$ cat src/rtl/qam16_symbol_source_pkg.sv
// Shared parameters and 16-QAM level constants for the symbol source.
package qam16_symbol_source_pkg;

  localparam int          LFSR_LEN_DEF = 22;
  localparam logic [21:0] TAPS_DEF     = 22'h200001;
  localparam logic [21:0] SEED_DEF     = 22'h000001;

  localparam int SAMPLE_W = 18;
  typedef logic signed [SAMPLE_W-1:0] sample_t;

  // Levels in signed 1s17: +/-0.75 and +/-0.25 of full scale.
  localparam sample_t LVL_3N = -18'sd98304;
  localparam sample_t LVL_1N = -18'sd32768;
  localparam sample_t LVL_1P =  18'sd32768;
  localparam sample_t LVL_3P =  18'sd98304;

  // Gray-coded pair to level: adjacent levels differ in one bit.
  function automatic sample_t gray_level(input logic [1:0] bits);
    sample_t lvl;
    case (bits)
      2'b00:   lvl = LVL_3N;
      2'b01:   lvl = LVL_1N;
      2'b11:   lvl = LVL_1P;
      default: lvl = LVL_3P;
    endcase
    return lvl;
  endfunction

endpackage

$ cat src/rtl/qam16_symbol_source_lfsr_max_gen.sv
// Fibonacci LFSR with a companion symbol counter; both advance only when en is high.
module lfsr_max_gen
  import qam16_symbol_source_pkg::*;
#(
  parameter int                  LFSR_LEN = LFSR_LEN_DEF,
  parameter logic [LFSR_LEN-1:0] TAPS     = TAPS_DEF,
  parameter logic [LFSR_LEN-1:0] SEED     = SEED_DEF
) (
  input  logic                clk,
  input  logic                reset,
  input  logic                en,
  output logic [LFSR_LEN-1:0] seq_out,
  output logic [LFSR_LEN-1:0] lfsr_counter,
  output logic                cycle_out,
  output logic                cycle_out_periodic,
  output logic                cycle_out_periodic_ahead,
  output logic                cycle_out_periodic_behind
);

  // The counter spans one full maximal period: 0 .. 2^LFSR_LEN-2.
  localparam logic [LFSR_LEN-1:0] CNT_LAST = {{(LFSR_LEN-1){1'b1}}, 1'b0};
  localparam logic [LFSR_LEN-1:0] CNT_ONE  = {{(LFSR_LEN-1){1'b0}}, 1'b1};
  localparam logic [LFSR_LEN-1:0] CNT_ZERO = '0;

  logic feedback;

  assign feedback = ^(seq_out & TAPS);

  always_ff @(posedge clk or negedge reset) begin
    if (!reset) begin
      seq_out      <= SEED;
      lfsr_counter <= CNT_ZERO;
    end else if (en) begin
      seq_out      <= {seq_out[LFSR_LEN-2:0], feedback};
      lfsr_counter <= (lfsr_counter == CNT_LAST) ? CNT_ZERO : lfsr_counter + CNT_ONE;
    end
  end

  assign cycle_out                 = (seq_out == SEED);
  assign cycle_out_periodic        = (lfsr_counter == CNT_ZERO);
  assign cycle_out_periodic_ahead  = (lfsr_counter == CNT_LAST);
  assign cycle_out_periodic_behind = (lfsr_counter == CNT_ONE);

endmodule

$ cat src/rtl/qam16_symbol_source.sv
// 16-QAM transmit symbol source: phase strobes, LFSR symbol generator and Gray I/Q mapper.
module qam16_symbol_source
  import qam16_symbol_source_pkg::*;
#(
  parameter int                  LFSR_LEN = LFSR_LEN_DEF,
  parameter logic [LFSR_LEN-1:0] TAPS     = TAPS_DEF,
  parameter logic [LFSR_LEN-1:0] SEED     = SEED_DEF
) (
  input  logic                clk,
  input  logic                reset,
  output logic                sample_en,
  output logic                sym_en,
  output logic [3:0]          phase,
  output logic [LFSR_LEN-1:0] seq_out,
  output logic [3:0]          sym_out,
  output logic                cycle_out,
  output logic                cycle_out_periodic,
  output logic                cycle_out_periodic_ahead,
  output logic                cycle_out_periodic_behind,
  output logic [LFSR_LEN-1:0] lfsr_counter,
  output sample_t             in_phs_sig,
  output sample_t             quad_sig
);

  always_ff @(posedge clk or negedge reset) begin
    if (!reset) phase <= 4'd0;
    else        phase <= phase + 4'd1;
  end

  assign sample_en = &phase[1:0];
  assign sym_en    = &phase;

  lfsr_max_gen #(
    .LFSR_LEN (LFSR_LEN),
    .TAPS     (TAPS),
    .SEED     (SEED)
  ) u_lfsr (
    .clk                       (clk),
    .reset                     (reset),
    .en                        (sym_en),
    .seq_out                   (seq_out),
    .lfsr_counter              (lfsr_counter),
    .cycle_out                 (cycle_out),
    .cycle_out_periodic        (cycle_out_periodic),
    .cycle_out_periodic_ahead  (cycle_out_periodic_ahead),
    .cycle_out_periodic_behind (cycle_out_periodic_behind)
  );

  assign sym_out = seq_out[3:0];

  // Mapped from the pre-advance symbol, so I/Q trail the LFSR by one symbol period.
  always_ff @(posedge clk or negedge reset) begin
    if (!reset) begin
      in_phs_sig <= '0;
      quad_sig   <= '0;
    end else if (sym_en) begin
      in_phs_sig <= gray_level(sym_out[3:2]);
      quad_sig   <= gray_level(sym_out[1:0]);
    end
  end

endmodule

$ cat config.mk
export PLATFORM = sky130hd
export DESIGN_NAME = qam16_symbol_source
export DESIGN_NICKNAME = d
export VERILOG_FILES = /design/src/rtl/qam16_symbol_source_pkg.sv /design/src/rtl/qam16_symbol_source_lfsr_max_gen.sv /design/src/rtl/qam16_symbol_source.sv
export SDC_FILE = /design/constraint.sdc
export NUM_CORES = 1
export LEC_CHECK = 0
export CELL_PAD_IN_SITES_DETAIL_PLACEMENT = 0
export CELL_PAD_IN_SITES_GLOBAL_PLACEMENT = 1
export CORE_UTILIZATION = 35
export CTS_BUF_LIST = sky130_fd_sc_hd__clkbuf_4
export DETAILED_ROUTE_END_ITERATION = 12
export GPL_TIMING_DRIVEN = 0
export PLACE_DENSITY_LB_ADDON = 0.1
export SLEW_MARGIN = 20
export SYNTH_ARGS = -nofsm -noshare
export SYNTH_HDL_FRONTEND = slang
export SYNTH_SLANG_ARGS = --single-unit
$ cat constraint.sdc
create_clock -name clk -period 2.05 [get_ports clk]
set_input_delay 0.205 -clock clk [delete_from_list [all_inputs] [get_ports clk]]
set_output_delay 0.205 -clock clk [all_outputs]
set_load 0.1 [all_outputs]
# Word level (Yosys, flattened, before mapping)

Index checks and enable logic that the tools add are counted.

Bits in registers: 84
Word-level logic and storage cells: 23
Input port bits: 2
Memory bits (writable): 0
Memories: 0
Bits in latches: 0
Memory bits (read-only): 0
Output and inout bits: 94

Reduce and logical (&&, ||, !) cells: 6
Add/subtract/negate cells: 2
Bitwise gates (word level): 0
$mul: 0
Div/mod/pow operators: 0
Order comparisons: 0
Multiplexer cells: 3
Shift operators: 0
Equality and inequality tests: 7

Operators with widths:

| kind                                                 | count |
|---|---|
| one-hot mux 18 bit (3 select lines)                  | 2 |
| equality test 22 x 1 -> 1 bit, second input constant | 2 |
| adder 22 x 1 -> 22 bit, second input constant        | 1 |
| equality test 22 bit, second input constant          | 1 |
| zero test 22 bit                                     | 1 |
| 2-to-1 mux 22 bit                                    | 1 |
| parity 22 bit                                        | 1 |
| adder 4 x 1 -> 4 bit, second input constant          | 1 |
| equality test 2 x 1 -> 1 bit, second input constant  | 2 |
| equality test 2 bit, second input constant           | 2 |
| zero test 2 bit                                      | 2 |
| AND reduction 4 bit                                  | 1 |
| AND reduction 2 bit                                  | 1 |

# Depth between registers and ports, before layout

Word-level depth: 2
Gate-level depth with buffers: 7
Gate-level depth less buffers: 6

# Hierarchy

From an unflattened synthesis, not the netlist that was laid out.

Cell total of the unflattened synthesis: 257
Area total of the unflattened synthesis: 2831.5 um2

Modules (own cells, without submodules):

| module              | cells an instance | area each (um2) | seq. area each (um2) | instances |
|---|---|---|---|---|
| lfsr_max_gen        | 187               | 2133.3          | 1102.3               | 1 |
| qam16_symbol_source | 70                | 698.2           | 225.2                | 1 |

# Worst setup path before layout

No wires, ideal clock.

Path type: register to register
From: register phase[0]
To: register u_lfsr.seq_out[10]
Cell stages (with the launch flop): 7
Slack: -1.892 ns
Arrival time: 3.873 ns
Buffers on the path: 1
Path through: dfrtp_1 > ha_1 > nand3_1 > inv_2 > buf_1 > nand2_1 > nand2_1

Cells in the longest elaborated chain, start to end: 1

Ends and longest elaborated chain:

| what                     | RTL line                               | text |
|---|---|---|
| start: declaration       | qam16_symbol_source.sv:13              | `output logic [3:0] phase,` |
| start signal: assignment | qam16_symbol_source.sv:27              | `else phase <= phase + 4'd1;` |
| AND reduction 4 bit      | qam16_symbol_source.sv:31              | `assign sym_en = &phase;` |
| net sym_en               | qam16_symbol_source.sv:12              | `output logic sym_en,` |
| end signal: assignment   | qam16_symbol_source_lfsr_max_gen.sv:34 | `seq_out <= {seq_out[LFSR_LEN-2:0], feedback};` |
| end: declaration         | qam16_symbol_source_lfsr_max_gen.sv:12 | `output logic [LFSR_LEN-1:0] seq_out,` |

The timed path passes the listed nets, and every way through them passes these cells.
A chain may end at the register's enable or synchronous reset.

# Final worst setup path

From: register u_lfsr.lfsr_counter[0]
To: output cycle_out_periodic_ahead

Cells in the longest elaborated chain, start to end: 1

Ends and longest elaborated chain:

| what                     | RTL line                               | text |
|---|---|---|
| start: declaration       | qam16_symbol_source_lfsr_max_gen.sv:13 | `output logic [LFSR_LEN-1:0] lfsr_counter,` |
| start signal: assignment | qam16_symbol_source_lfsr_max_gen.sv:35 | `lfsr_counter <= (lfsr_counter == CNT_LAST) ? CNT_ZERO : lfsr_counter + CNT_ONE;` |
| equality test 22 bit     | qam16_symbol_source_lfsr_max_gen.sv:41 | `assign cycle_out_periodic_ahead = (lfsr_counter == CNT_LAST);` |
| end: declaration         | qam16_symbol_source.sv:18              | `output logic cycle_out_periodic_ahead,` |

No other way between the ends.

==> impl_metrics.yaml <==
yosys:
  synth_enable_flop_cells: 0
  yosysTopAreaCell: "dfrtp_1"
  synthesis.area_um2: 2810
  synth_top_area_share: 0.464
  synthTopCellsByArea: "dfrtp_1, nand2_1, buf_4"
  yosysSeqAreaShare: 0.473
  ys_async_sr_fraction: 1.00
  ys_warn_count: 0
  syn_avg_cell_area_um2: 9.23
  synth_seq_cells: 53
  synth_flop_cell: "dfrtp_1"
  netlist_instances: 304
  yosysUniqueCellTypes: 37
layout:
  mostFrequentLayoutCells: "nand2_1, dlygate4sd2_1, buf_4"
  antenna_cells: 0
  syn_to_final_growth_pct: 40.5
  final_common_cell: "nand2_1"
  drive_above_1_share: 0.272
  finish.net_count: 427
  postLayoutCoreUtil: 0.510
critical_path:
  crit-reg2reg-launch: "u_lfsr.lfsr_counter[0]"
  rr_worst_depth: 7
  critPathLaunchType: "flip-flop"
  crit_required_ps: 1850
  end_kind: "output port"
  r2r-end: "u_lfsr.lfsr_counter[18]"
  path_class: "flip-flop to output port"
  arrival_ps: 1810
  reg2reg_slack_ps: 170
  cp_max_fo: 4
sta:
  clock_skew_ps: 9.29
  setup_ws_ps: 39.8
  post-route-period-util: 0.981
  setup-tns-final_ps: 0
  slew_violations: 0
  worst_pin_slew_ps: 987
  hold_violations: 0
  min_period_ps: 2010
  finalSetupViolCount: 0
  clock.fmax_mhz: 497
  whs_ps: 392
  rsz0062_at_grt: "true"
  relSlewSlack: 0.344
global_routing:
  track_usage: 0.169
  grt_max_degree: 54
  grt_pass1_vias: 2195
  grt_overflow: 0
  grt_pass1_wl_um: 11200
  grt_antenna_before_repair: 0
run_status:
  outcome: "finished clean"
die:
  coreArea_um2: 7730
  die_area_um2: 8380
  die_h_um: 91.5
  start_util: 0.363
  die_w_um: 91.5
  num_io_pins: 96
  rows: 32
route:
  routed_wl_um: 6730
  ant_nets: 0
  viasPerCell: 4.64
  drc: 0
  vias: 2405
  drt_iter0_drc: 97
  wl_per_cell_um: 13.0
  first_pass_iters: 5
clock_tree:
  cts_made_buffers: 5
  numClockSinks: 53
  htree_levels: 2
  ctsLongestPathBuffers: 2
  clock_latency_ps: 370
  cts_tree: "yes"
  clk_pin_slew_ps: 150
  clock-root-buffer: "clkbuf_4"
job:
  cap_violations: 0
place:
  pre_cts_ws_ps: -733
  gp_congestion: 0.725
  dp_hpwl_um: 4560
  io_buffers: 65
power_and_ir_drop:
  vdd_drop_max_mv: 0.222
  leakagePower_nw: 2.13
  power_density_nw_per_um2: 462
worst_hold_path:
  hp-class: "primary input to asynchronous set/reset pin"
-- kinds of logic after synthesis --
| family | Yosys count | share of synthesized area |
|---|---|---|
| simple gates | 138 | 0.247 |
| buf+inv | 53 | 0.122 |
| flops | 53 | 0.473 |
| compound gates | 39 | 0.0811 |
| xor+xnor | 10 | 0.0312 |
| fa+ha+maj | 10 | 0.0446 |
| other cells | 1 | 0.00134 |
-- per-stage QoR --
step	std cells	instance area, um2	power [mW]
global route	518	3940	1.90
finish	518	3940	1.82
detailed placement	500	3790	1.37
CTS	511	3840	1.85
global placement	500	3790	1.37
floorplan	333	3010	1.35
-- cells in the mapped netlist (2+ instances only) --
library cell,number
or4_1,6
xnor2_1,2
dfrtp_1,52
o21bai_1,2
xor2_1,8
buf_2,2
nor2_1,14
buf_4,35
a31oi_1,4
and4_1,4
nand4_1,5
o211ai_1,2
nand3_1,10
and2_1,3
ha_1,10
clkbuf_1,4
o21ai_0,12
a21oi_1,12
o31ai_1,7
inv_1,8
nor4_1,9
or3_1,3
nand2_1,73
and3_1,4
-- worst max-delay path, stage by stage, from the launching register on --
cell and delay [ps]:
dfrtp_4 520, inv_2 80, ha_1 150, and4_4 230
nand4_4 110, nor2_4 140, buf_12 190
-- area by class of cell --
| type | instances | area [um2] |
|---|---|---|
| sequential | 53 | 1370 |
| fill | 772 | 3780 |
| buffer | 44 | 322 |
| clock buffer | 6 | 45.0 |
| clock inverter | 2 | 10.0 |
| inverter | 9 | 38.8 |
| multi-input combinational | 227 | 1350 |
| tap | 102 | 128 |
| timing repair buffer | 75 | 683 |
-- timing repair --
action,in CTS,in global routing
gates resized for setup,105,12
setup endpoints to repair,74,6
buffers inserted,2,7
pin swaps,1,0
cloned,0,0
hold buffers,1,0
hold endpoints to repair,52,0
-- how the worst max path moves through the flow --
stage | from | to | slack (ps)
CTS | u_lfsr.lfsr_counter[0] | cycle_out_periodic_ahead | -130
finish | u_lfsr.lfsr_counter[0] | cycle_out_periodic_ahead | 40
floorplan | phase[0] | u_lfsr.lfsr_counter[15] | -90
detailed placement | u_lfsr.lfsr_counter[0] | cycle_out_periodic_ahead | -730
global placement | reset | phase[0] | -1350
global route | u_lfsr.lfsr_counter[5] | cycle_out_periodic_ahead | -50
-- registers in the layout, indices dropped and copies added, names as in the netlist --
register and count:
u_lfsr.lfsr_counter 22, u_lfsr.seq_out 22, phase 4, in_phs_sig 3, quad_sig 2
-- layer usage --
layer,part of all wire,up-vias,global-route usage,wire length [um]
met5,0,-,0,0
met1,0.46,1126,0.234,3110
met4,0.0086,0,0.0516,58
met2,0.48,65,0.268,3230
li1,-,1207,-,-
met3,0.050,7,0.0310,334
-- where the power goes --
part           total [mW]  leakage (nW)  internal [mW]  switching, mW
Combinational       0.306          1.43         0.0416          0.265
Sequential           1.05         0.669           1.05              0
Clock               0.471        0.0354          0.145          0.326
No activity file was read; power rests on OpenSTA's default activity.
